--- src/rtl/fetch_unit.sv ---
// ---------------------------------------------------------------------------
// fetch_unit
//
// Instruction fetch stage with an IF/ID pipeline register.  After reset the
// unit sits in LOAD for LOAD_CYCLES cycles with startin raised so the
// instruction memory can be preloaded.  It then fetches sequentially from
// RESET_PC, honouring stall, jump and taken-branch requests from decode.
// It stops for good in HALT once the fetch address reaches PROG_END.
//
// Parameters
//   RESET_PC     byte address of the first fetch (word aligned)
//   LOAD_CYCLES  number of cycles startin stays high after reset (1..255)
//   PROG_END     first byte address past the program
//
// Ports
//   clk            in   sole clock, rising edge
//   reset          in   synchronous, active-high reset
//   startin        out  memory preload enable, high only in LOAD
//   pc             out  byte fetch address to instruction memory
//   instr_in       in   instruction word returned combinationally for pc
//   stall          in   freeze request from downstream
//   branch_taken   in   redirect request from decode of instr_out
//   branch_offset  in   sign-extended word offset of the branch
//   jump           in   jump request from decode of instr_out
//   jump_index     in   jump target word index
//   instr_out      out  registered instruction (IF/ID register)
//   pc_plus4       out  registered address of instr_out plus 4
//   instr_valid    out  instr_out holds a live instruction
//   halted         out  fetch has stopped at PROG_END
// ---------------------------------------------------------------------------
module fetch_unit #(
    parameter logic [31:0] RESET_PC    = 32'h0000_0000,
    parameter int          LOAD_CYCLES = 2,
    parameter logic [31:0] PROG_END    = 32'd80
) (
    input  logic        clk,
    input  logic        reset,
    output logic        startin,
    output logic [31:0] pc,
    input  logic [31:0] instr_in,
    input  logic        stall,
    input  logic        branch_taken,
    input  logic [31:0] branch_offset,
    input  logic        jump,
    input  logic [25:0] jump_index,
    output logic [31:0] instr_out,
    output logic [31:0] pc_plus4,
    output logic        instr_valid,
    output logic        halted
);

    typedef enum logic [1:0] {
        LOAD = 2'd0,
        RUN  = 2'd1,
        HALT = 2'd2
    } state_t;

    // The load counter runs from 0 up to LOAD_CYCLES-1; the cycle on which
    // it reaches that value is the last LOAD cycle.
    localparam logic [7:0] LOAD_LAST = 8'(LOAD_CYCLES - 1);

    state_t      state, state_nxt;
    logic [7:0]  load_cnt, load_cnt_nxt;
    logic [31:0] pc_nxt;
    logic [31:0] instr_nxt;
    logic [31:0] pc_plus4_nxt;
    logic        valid_nxt;
    logic        halted_nxt;

    logic [31:0] jump_target;
    logic [31:0] branch_target;

    // Redirect targets are formed from pc_plus4, i.e. relative to the
    // instruction currently sitting in the IF/ID register, not to pc.
    always_comb begin
        jump_target   = {pc_plus4[31:28], jump_index, 2'b00};
        branch_target = pc_plus4 + (branch_offset << 2);
    end

    // startin is the only output decoded directly from state.
    always_comb begin
        startin = (state == LOAD);
    end

    // Next-state and next-register logic.  Everything holds by default, so
    // only the cases that actually change something are spelled out.  In
    // RUN the if/else chain encodes the priority stall > jump > branch >
    // end check > sequential fetch.  Redirects only count when instr_valid
    // is set, since decode of a squashed slot must not steer fetch.
    always_comb begin
        state_nxt    = state;
        load_cnt_nxt = load_cnt;
        pc_nxt       = pc;
        instr_nxt    = instr_out;
        pc_plus4_nxt = pc_plus4;
        valid_nxt    = instr_valid;
        halted_nxt   = halted;

        case (state)
            LOAD: begin
                valid_nxt = 1'b0;
                if (load_cnt == LOAD_LAST) begin
                    state_nxt    = RUN;
                    load_cnt_nxt = 8'd0;
                end else begin
                    load_cnt_nxt = load_cnt + 8'd1;
                end
            end

            RUN: begin
                if (stall) begin
                    // Freeze: the requester keeps jump/branch asserted
                    // until we are able to act on them.
                end else if (jump && instr_valid) begin
                    pc_nxt    = jump_target;
                    valid_nxt = 1'b0;
                end else if (branch_taken && instr_valid) begin
                    pc_nxt    = branch_target;
                    valid_nxt = 1'b0;
                end else if (pc >= PROG_END) begin
                    // A redirect past the program end lands here on the
                    // next non-stalled cycle, so it halts one cycle late.
                    state_nxt  = HALT;
                    valid_nxt  = 1'b0;
                    halted_nxt = 1'b1;
                end else begin
                    instr_nxt    = instr_in;
                    pc_plus4_nxt = pc + 32'd4;
                    pc_nxt       = pc + 32'd4;
                    valid_nxt    = 1'b1;
                end
            end

            HALT: begin
                valid_nxt  = 1'b0;
                halted_nxt = 1'b1;
            end

            default: begin
                // Unused encoding: fall back to a clean restart.
                state_nxt    = LOAD;
                load_cnt_nxt = 8'd0;
                pc_nxt       = RESET_PC;
                valid_nxt    = 1'b0;
                halted_nxt   = 1'b0;
            end
        endcase
    end

    // State and output registers.  Reset is synchronous and overrides every
    // other input, including stall and the redirect requests.
    always_ff @(posedge clk) begin
        if (reset) begin
            state       <= LOAD;
            load_cnt    <= 8'd0;
            pc          <= RESET_PC;
            instr_out   <= 32'd0;
            pc_plus4    <= 32'd0;
            instr_valid <= 1'b0;
            halted      <= 1'b0;
        end else begin
            state       <= state_nxt;
            load_cnt    <= load_cnt_nxt;
            pc          <= pc_nxt;
            instr_out   <= instr_nxt;
            pc_plus4    <= pc_plus4_nxt;
            instr_valid <= valid_nxt;
            halted      <= halted_nxt;
        end
    end

endmodule

--- config.mk ---
export PLATFORM = sky130hd
export DESIGN_NAME = fetch_unit
export DESIGN_NICKNAME = d
export VERILOG_FILES = /design/src/rtl/fetch_unit.sv
export SDC_FILE = /design/constraint.sdc
export NUM_CORES = 1
export LEC_CHECK = 0
export ABC_AREA = 1
export BUFFER_PORTS_ARGS = -buffer_cell sky130_fd_sc_hd__buf_2
export CORE_MARGIN = 2
export CORE_UTILIZATION = 46
export CTS_CLUSTER_SIZE = 14
export DETAILED_ROUTE_END_ITERATION = 16
export GPL_TIMING_DRIVEN = 0
export HOLD_SLACK_MARGIN = 0.03
export PLACE_DENSITY = 0.71
export SYNTH_ARGS = -nofsm -noshare
export SYNTH_HDL_FRONTEND = slang
export SYNTH_SLANG_ARGS = --single-unit
--- constraint.sdc ---
create_clock -name clk -period 2.2 [get_ports clk]
set_input_delay 0.22 -clock clk [delete_from_list [all_inputs] [get_ports clk]]
set_output_delay 0.22 -clock clk [all_outputs]
set_load 0.02 [all_outputs]
==> results of run 1 <==
-- cells in the final DEF (no fill, tap or decap), types with 5 or more instances in the layout --
master / synthesis / routed
nand2_1: 455 / 452
buf_2: 9 / 195
nor2_1: 170 / 159
inv_1: 152 / 148
dfxtp_1: 108 / 103
nand3_1: 86 / 81
a21oi_1: 74 / 72
o21ai_0: 31 / 31
ha_1: 36 / 29
clkbuf_1: 23 / 21
nor3_1: 19 / 18
xor2_1: 14 / 14
nor2_2: 3 / 12
nand4_1: 11 / 11
inv_2: 7 / 10
xnor2_1: 9 / 9
clkbuf_16: 0 / 9
buf_4: 4 / 8
o21ai_1: 9 / 8
nand3_2: 3 / 7
nand2_2: 4 / 6
o211ai_1: 6 / 6
ha_2: 0 / 6
a211oi_1: 5 / 5
o21bai_1: 5 / 5
nand3b_1: 5 / 5
or2_2: 5 / 5
-- where the power goes --
part | total, mW | switching [mW] | internal (mW)
sequential | 2.24 | 0.121 | 2.12
combinational | 2.06 | 1.38 | 0.675
clock | 1.74 | 0.908 | 0.827
total | 6.03 | 2.41 | 3.62
-- worst max path at each step --
stage | startpoint | endpoint | slack, ns | cells after the start
finish | pc[12] | pc[14] | 0.09 | 11
global route | pc[12] | pc[9] | -0.06 | 11
CTS | pc_plus4[5] | pc[24] | 0.02 | 13
detailed placement | pc_plus4[2] | pc[18] | -0.17 | 15
global placement | pc_plus4[2] | pc[18] | -0.16 | 15
floorplan | pc_plus4[2] | pc[18] | 0.13 | 15
-- per-layer routing --
metal / part of all wire, % / vias up / wire, µm
li1: - / 4406 / -
met1: 44 / 3830 / 11200
met2: 45 / 328 / 11400
met3: 8.1 / 35 / 2040
met4: 2.4 / 0 / 617
met5: 0 / - / 0
-- logic make-up after synthesis --
logic type | share of synthesized area, %
and+or+nand+nor | 41.8
adders and majority gates | 6.27
AOI/OAI and AO/OA | 10.3
xor gates and xnor gates | 2.69
DFF | 28.8
buffers and inverters | 10.2
-- registers in the layout (all words and copies together), names as in the netlist --
name         count
state            2
halted           1
instr_out       32
load_cnt         8
instr_valid      1
pc              32
pc_plus4        32
-- area by class of cell --
class,instances,area share (%)
clock inverter,7,0.908
multi-input combinational,964,51.0
clock buffer,9,2.44
inverter,160,6.54
tap,216,2.93
sequential,108,23.5
buffer,36,1.95
antenna,1,0.0271
timing repair buffer,195,10.7
-- critical path: cells and delay by family, from the launching register on --
| kind | cells | cell delay (ns) |
|---|---|---|
| AND/OR/NAND/NOR | 10 | 1.42 |
| flip-flops | 1 | 0.39 |
| buffers and inverters | 1 | 0.24 |
-- through the flow --
stage,util (%),hold WS (ns),setup TNS [ns]
after CTS,57.1,0.0806,0
after floorplan,-,0.363,0
final,58.1,0.0868,0
after detailed placement,54.9,0.448,-0.304
after global placement,54.9,0.442,-0.300
after global routing,58.1,0.0830,-0.218
-- repair_timing --
item / 4_1_cts / 5_1_grt
hold endpoints to repair: 0 / 0
gates resized for setup: 8 / 50
setup endpoints to repair: 6 / 28
buffers inserted: 1 / 3
pin swaps: 2 / 5
==> run_results.csv, run 1 <==
group,metric,value,unit
placed_design,place_area,8730,µm²
finish,nNetsFinal,1606,
worst_hold_path,whs_path_depth,3,
logic_synthesis,ys_seq_area_share,28.8,%
timing,maxClockFrequency,0.475,GHz
logic_synthesis,ys.flop_type,"dfxtp_1",
grt,grt_pass1_vias,7674,
cts,postCtsHoldBufs,0,
placed_design,dp_hpwl,20.1,mm
routing,drt_pre_antenna_iters,6,
logic_synthesis,syn_nets,1400,
finish,fill_cells,1673,
logic_synthesis,netlist_area,7500,µm²
routing,post_drt_wl_per_cell,14.9,µm
cts,cts_tree,"built",
worst_setup_path,worst_setup_path_end_kind,"flip-flop",
power,power_density,653,nW/µm²
worst_hold_path,hold_class,"in2reg",
power,vdd_drop_max,0.533,mV
finish,multi_input_area,4710,µm²
floorplan,ios,194,
cts,cts_max_path_buffers,2,
cts,cts-buffers-inserted,9,
worst_setup_path,critical_path_class,"reg2reg",
cts,clock_sinks,108,
grt,grt_use_total,28.4,%
logic_synthesis,ys_warn_count,0,
run,max-cap-violations,0,
power,leakage,4.74,nW
status,outcome,"completed",
grt,grtUsageMet1,38.7,%
cts,root_buffer,"clkbuf_16",
cts,htreeDepth,3,
floorplan,core_area,15900,µm²
routing,drtIter0Drc,622,
grt,met3_usage,4.98,%
floorplan,die_h,132,µm
logic_synthesis,async_flop_share,0,%
timing,rsz0062_at_grt,"yes",
timing,setup_viol,0,
logic_synthesis,yosysUniqueCellTypes,38,
worst_setup_path,cp_max_fo,10,
grt,grt_max_degree,23,
placed_design,pre_cts_slack,-0.172,ns
worst_setup_path,timing.rr.end,"pc[14]",
logic_synthesis,yosys.area.top_type,"dfxtp_1",
cts,clk_pin_slew,0.09,ns
timing,setup_slack,0.0949,ns
worst_setup_path,cp-start-kind,"flip-flop",
logic_synthesis,synth_edf_count,0,
timing,worst_pin_slew,0.691,ns
finish,final_area,9240,µm²
routing,drc,0,
timing,min_period_over_period,95.7,%
floorplan,rows,46,
worst_setup_path,cpPeakStageDelay,0.39,ns
timing,max-slew-margin-rel,53.9,%
logic_synthesis,synthTopCellsByCount,"455 x nand2_1, 170 x nor2_1, 152 x inv_1, 108 x dfxtp_1, 86 x nand3_1",
placed_design,gp_congestion,0.960,
placed_design,dp_cells,1675,
timing,finClkSkew,0.0106,ns
placed_design,numPortBuffers,191,
floorplan,start_util,47.2,%
routing,vias,8599,
logic_synthesis,avgSynthCellArea,5.92,µm²
floorplan,dieArea,17300,µm²
worst_setup_path,crit_chain,"nor2_1 -> nand3_1 -> nor2_1 -> nor3b_4 -> nand3_1 -> nand2_4 -> nand3_4 -> clkbuf_4 -> nor2_1 -> nand2_1 -> nand2_1",
routing,antenna_left,0,
routing,drt-vias-per-instance,5.07,
grt,grt_busiest_layer,"met2",
timing,hold_viol_final,0,
grt,grt_pass1_wl,39.3,mm
worst_setup_path,rrSetupSlack,0.09,ns
worst_setup_path,cpMostUsedCell,"nor2_1",
finish,finalNonFillerCells,1696,
logic_synthesis,syn_inst,1268,
logic_synthesis,yosysMostFrequentCell,"nand2_1",
finish,drive_above_1_share,19.8,%
finish,syn_to_final_growth,23.1,%
grt,grt.met2_usage,45.5,%
timing,fin_crit,2.11,ns
worst_setup_path,critPathArrivalTime,2.42,ns
worst_setup_path,rr_worst_depth,11,
grt,overflow,0,
worst_setup_path,crit_required,2.51,ns
finish,ff_latch_area,2170,µm²
cts,clk_latency,0.37,ns
grt,antenna_found_initial,1,
logic_synthesis,yosys-top-cells-area,"dfxtp_1 29%, nand2_1 23%, nor2_1 8.5%, inv_1 7.6%, ha_1 6.0%",
routing,wl,25.3,mm
logic_synthesis,ys_ff_latch,108,
power,power,6.03,mW
floorplan,die_w,132,µm
worst_setup_path,r2r-start,"pc[12]",
worst_hold_path,whs_endpoint,"instr_out[29]",
timing,slew_violations,0,
worst_hold_path,hold_start,"instr_in[29]",
worst_setup_path,critPathSlowestCell,"dfxtp_1",
logic_synthesis,synth_top_area_share,28.8,%
Power figures use the tool's default switching activity.
==> inputs of run 2 (changes only) <==
--- a/config.mk
+++ b/config.mk
@@ -5,15 +5,15 @@
 export SDC_FILE = /design/constraint.sdc
 export NUM_CORES = 1
 export LEC_CHECK = 0
-export ABC_AREA = 1
 export BUFFER_PORTS_ARGS = -buffer_cell sky130_fd_sc_hd__buf_2
+export CAP_MARGIN = 30
 export CORE_MARGIN = 2
 export CORE_UTILIZATION = 46
 export CTS_CLUSTER_SIZE = 14
 export DETAILED_ROUTE_END_ITERATION = 16
 export GPL_TIMING_DRIVEN = 0
 export HOLD_SLACK_MARGIN = 0.03
-export PLACE_DENSITY = 0.71
+export PLACE_DENSITY = 0.73
 export SYNTH_ARGS = -nofsm -noshare
 export SYNTH_HDL_FRONTEND = slang
 export SYNTH_SLANG_ARGS = --single-unit
==> run_results.csv, run 2 <==
group,metric,value,unit
routing,vias,6922,
logic_synthesis,netlist_area,6310,µm²
run,max-cap-violations,0,
grt,grt_pass1_wl,32.1,mm
cts,root_buffer,"clkbuf_16",
cts,cts-buffers-inserted,9,
grt,overflow,0,
worst_setup_path,cp-start-kind,"flip-flop",
placed_design,dp_cells,1178,
placed_design,place_area,7610,µm²
routing,antenna_left,0,
cts,htreeDepth,3,
grt,antenna_found_initial,0,
placed_design,numPortBuffers,191,
logic_synthesis,syn_inst,811,
timing,slew_violations,0,
worst_hold_path,hold_class,"in2reg",
timing,hold_viol_final,0,
placed_design,pre_cts_slack,-0.581,ns
finish,finalNonFillerCells,1221,
floorplan,die_w,121,µm
routing,drt_pre_antenna_iters,5,
floorplan,die_h,121,µm
logic_synthesis,ys_warn_count,0,
routing,drc,0,
worst_setup_path,critPathArrivalTime,2.91,ns
floorplan,core_area,13300,µm²
cts,postCtsHoldBufs,0,
worst_setup_path,timing.rr.end,"pc[30]",
logic_synthesis,yosysMostFrequentCell,"nand2_1",
grt,grt_max_degree,23,
floorplan,rows,42,
worst_hold_path,whs_endpoint,"instr_out[12]",
logic_synthesis,synthTopCellsByCount,"132 x nand2_1, 108 x dfxtp_1, 88 x a21oi_1, 75 x nor2_1, 50 x o21ai_0",
floorplan,dieArea,14700,µm²
timing,max-slew-margin-rel,57.4,%
timing,finClkSkew,0.0115,ns
routing,drt-vias-per-instance,5.67,
worst_setup_path,r2r-start,"pc_plus4[17]",
routing,wl,21.0,mm
floorplan,start_util,47.5,%
logic_synthesis,yosys-top-cells-area,"dfxtp_1 34%, nand2_1 7.9%, ha_1 7.1%, a21oi_1 7.0%, nor2_1 4.5%",
finish,final_area,8680,µm²
timing,fin_hold_ws,0.0757,ns
finish,diodes,0,
timing,rsz0062_at_grt,"yes",
finish,drive_above_1_share,35.7,%
timing,maxClockFrequency,0.380,GHz
floorplan,ios,194,
cts,clk_latency,0.38,ns
worst_hold_path,whs_path_depth,3,
timing,worst_pin_slew,0.639,ns
cts,cts_tree,"built",
worst_setup_path,critical_path_class,"reg2reg",
finish,nNetsFinal,1172,
placed_design,dp_hpwl,15.3,mm
worst_setup_path,crit_required,2.49,ns
grt,grt_pass1_vias,6250,
placed_design,gp_congestion,0.934,
cts,clk_pin_slew,0.08,ns
cts,cts_max_path_buffers,2,
power,leakage,3.72,nW
finish,fill_cells,1150,
logic_synthesis,ys.flop_type,"dfxtp_1",
worst_setup_path,cp_max_fo,8,
logic_synthesis,ys_ff_latch,108,
finish,multi_input_area,4440,µm²
finish,layout_common_cells,"196 x buf_2, 130 x nand2_1, 81 x dfxtp_1",
status,violations,"setup timing",
power,power_density,674,nW/µm²
timing,setup_slack,-0.428,ns
finish,layout_commonest_cell,"buf_2",
routing,post_drt_wl_per_cell,17.2,µm
finish,syn_to_final_growth,37.6,%
power,vdd_drop_max,0.485,mV
logic_synthesis,syn_nets,943,
worst_setup_path,worst_setup_path_end_kind,"flip-flop",
worst_setup_path,rr_worst_depth,9,
logic_synthesis,ys_seq_area_share,34.3,%
cts,clock_sinks,108,
finish,largestRegisters,"instr_out x32, pc x32, pc_plus4 x32",
timing,min_period_over_period,119,%
worst_setup_path,rrSetupSlack,-0.43,ns
timing,setup_viol,16,
logic_synthesis,synth_edf_count,0,
timing,fin_crit,2.63,ns
status,outcome,"finished, violations left",
worst_hold_path,hold_start,"instr_in[12]",
logic_synthesis,yosys.area.top_type,"dfxtp_1",
routing,drtIter0Drc,606,
logic_synthesis,avgSynthCellArea,7.78,µm²
logic_synthesis,yosysUniqueCellTypes,69,
grt,grt_use_total,27.9,%
finish,ff_latch_area,2210,µm²
logic_synthesis,synth_top_area_share,34.3,%
logic_synthesis,async_flop_share,0,%
==> run 2: final cells by class <==
cell class              count  area share (%)
clock buffers               9            2.59
well taps                 176            2.54
clock inverters             7            1.05
inverters                  17           0.735
flip-flops and latches    108            25.4
multi-input cells         645            51.2
repair buffers            224            14.1
plain buffers              35            2.38
==> run 2: logic make-up after synthesis <==
| logic type | count (synthesis) | share of synthesized area [%] |
|---|---|---|
| and+or+nand+nor | 331 | 25.5 |
| AOI/OAI and AO/OA | 227 | 22.1 |
| DFF | 108 | 34.3 |
| buffers and inverters | 58 | 3.71 |
| xor gates and xnor gates | 45 | 6.25 |
| adders and majority gates | 37 | 7.45 |
| muxes | 5 | 0.793 |
==> run 2: metal layers <==
| metal | vias to the layer above | GRT usage [%] | wire length, µm |
|---|---|---|---|
| met3 | 48 | 7.33 | 1830 |
| li1 | 3331 | - | - |
| met2 | 320 | 44.4 | 9620 |
| met5 | - | 0 | 0 |
| met4 | 0 | 10.3 | 648 |
| met1 | 3223 | 36.3 | 8910 |
==> run 2: what timing repair did <==
| action | in CTS | in global routing |
|---|---|---|
| pin swaps | 29 | 35 |
| buffers inserted | 18 | 15 |
| endpoints found under the setup margin | 96 | 89 |
| resized for setup | 77 | 94 |
==> run 2: critical path: stages, from the launching register on <==
cell,delay (ns)
dfxtp_2,0.33
ha_2,0.42
nand4_1,0.20
nor3_2,0.32
a22o_1,0.26
a211oi_4,0.07
o21ai_2,0.20
a221oi_2,0.09
or4_1,0.43
a211oi_2,0.22
==> run 2: power breakdown <==
group          leakage (nW)  internal (mW)  total, mW  switching, mW
clock                 0.154          0.825       1.73          0.906
sequential            0.887           2.08       2.18          0.103
combinational          2.68          0.768       1.94           1.17
total                  3.72           3.68       5.85           2.18
==> run 2: how the worst max path moves through the flow <==
stage                       from      to  cells past startpoint
finish              pc_plus4[17]  pc[30]                      9
global route        pc_plus4[18]  pc[30]                     10
CTS                  pc_plus4[3]  pc[29]                      9
detailed placement      state[1]  pc[11]                     11
global placement        state[1]  pc[11]                     11
floorplan            pc_plus4[2]  pc[30]                     11
==> run 2: per-stage QoR <==
step | setup TNS (ns) | utilization [%] | power (mW)
floorplan | -0.628 | - | 3.27
global placement | -29.31 | 57.2 | 3.78
detailed placement | -29.05 | 57.2 | 3.81
CTS | -2.55 | 62.6 | 5.70
global route | -5.91 | 65.3 | 6.13
finish | -3.58 | 65.3 | 5.85
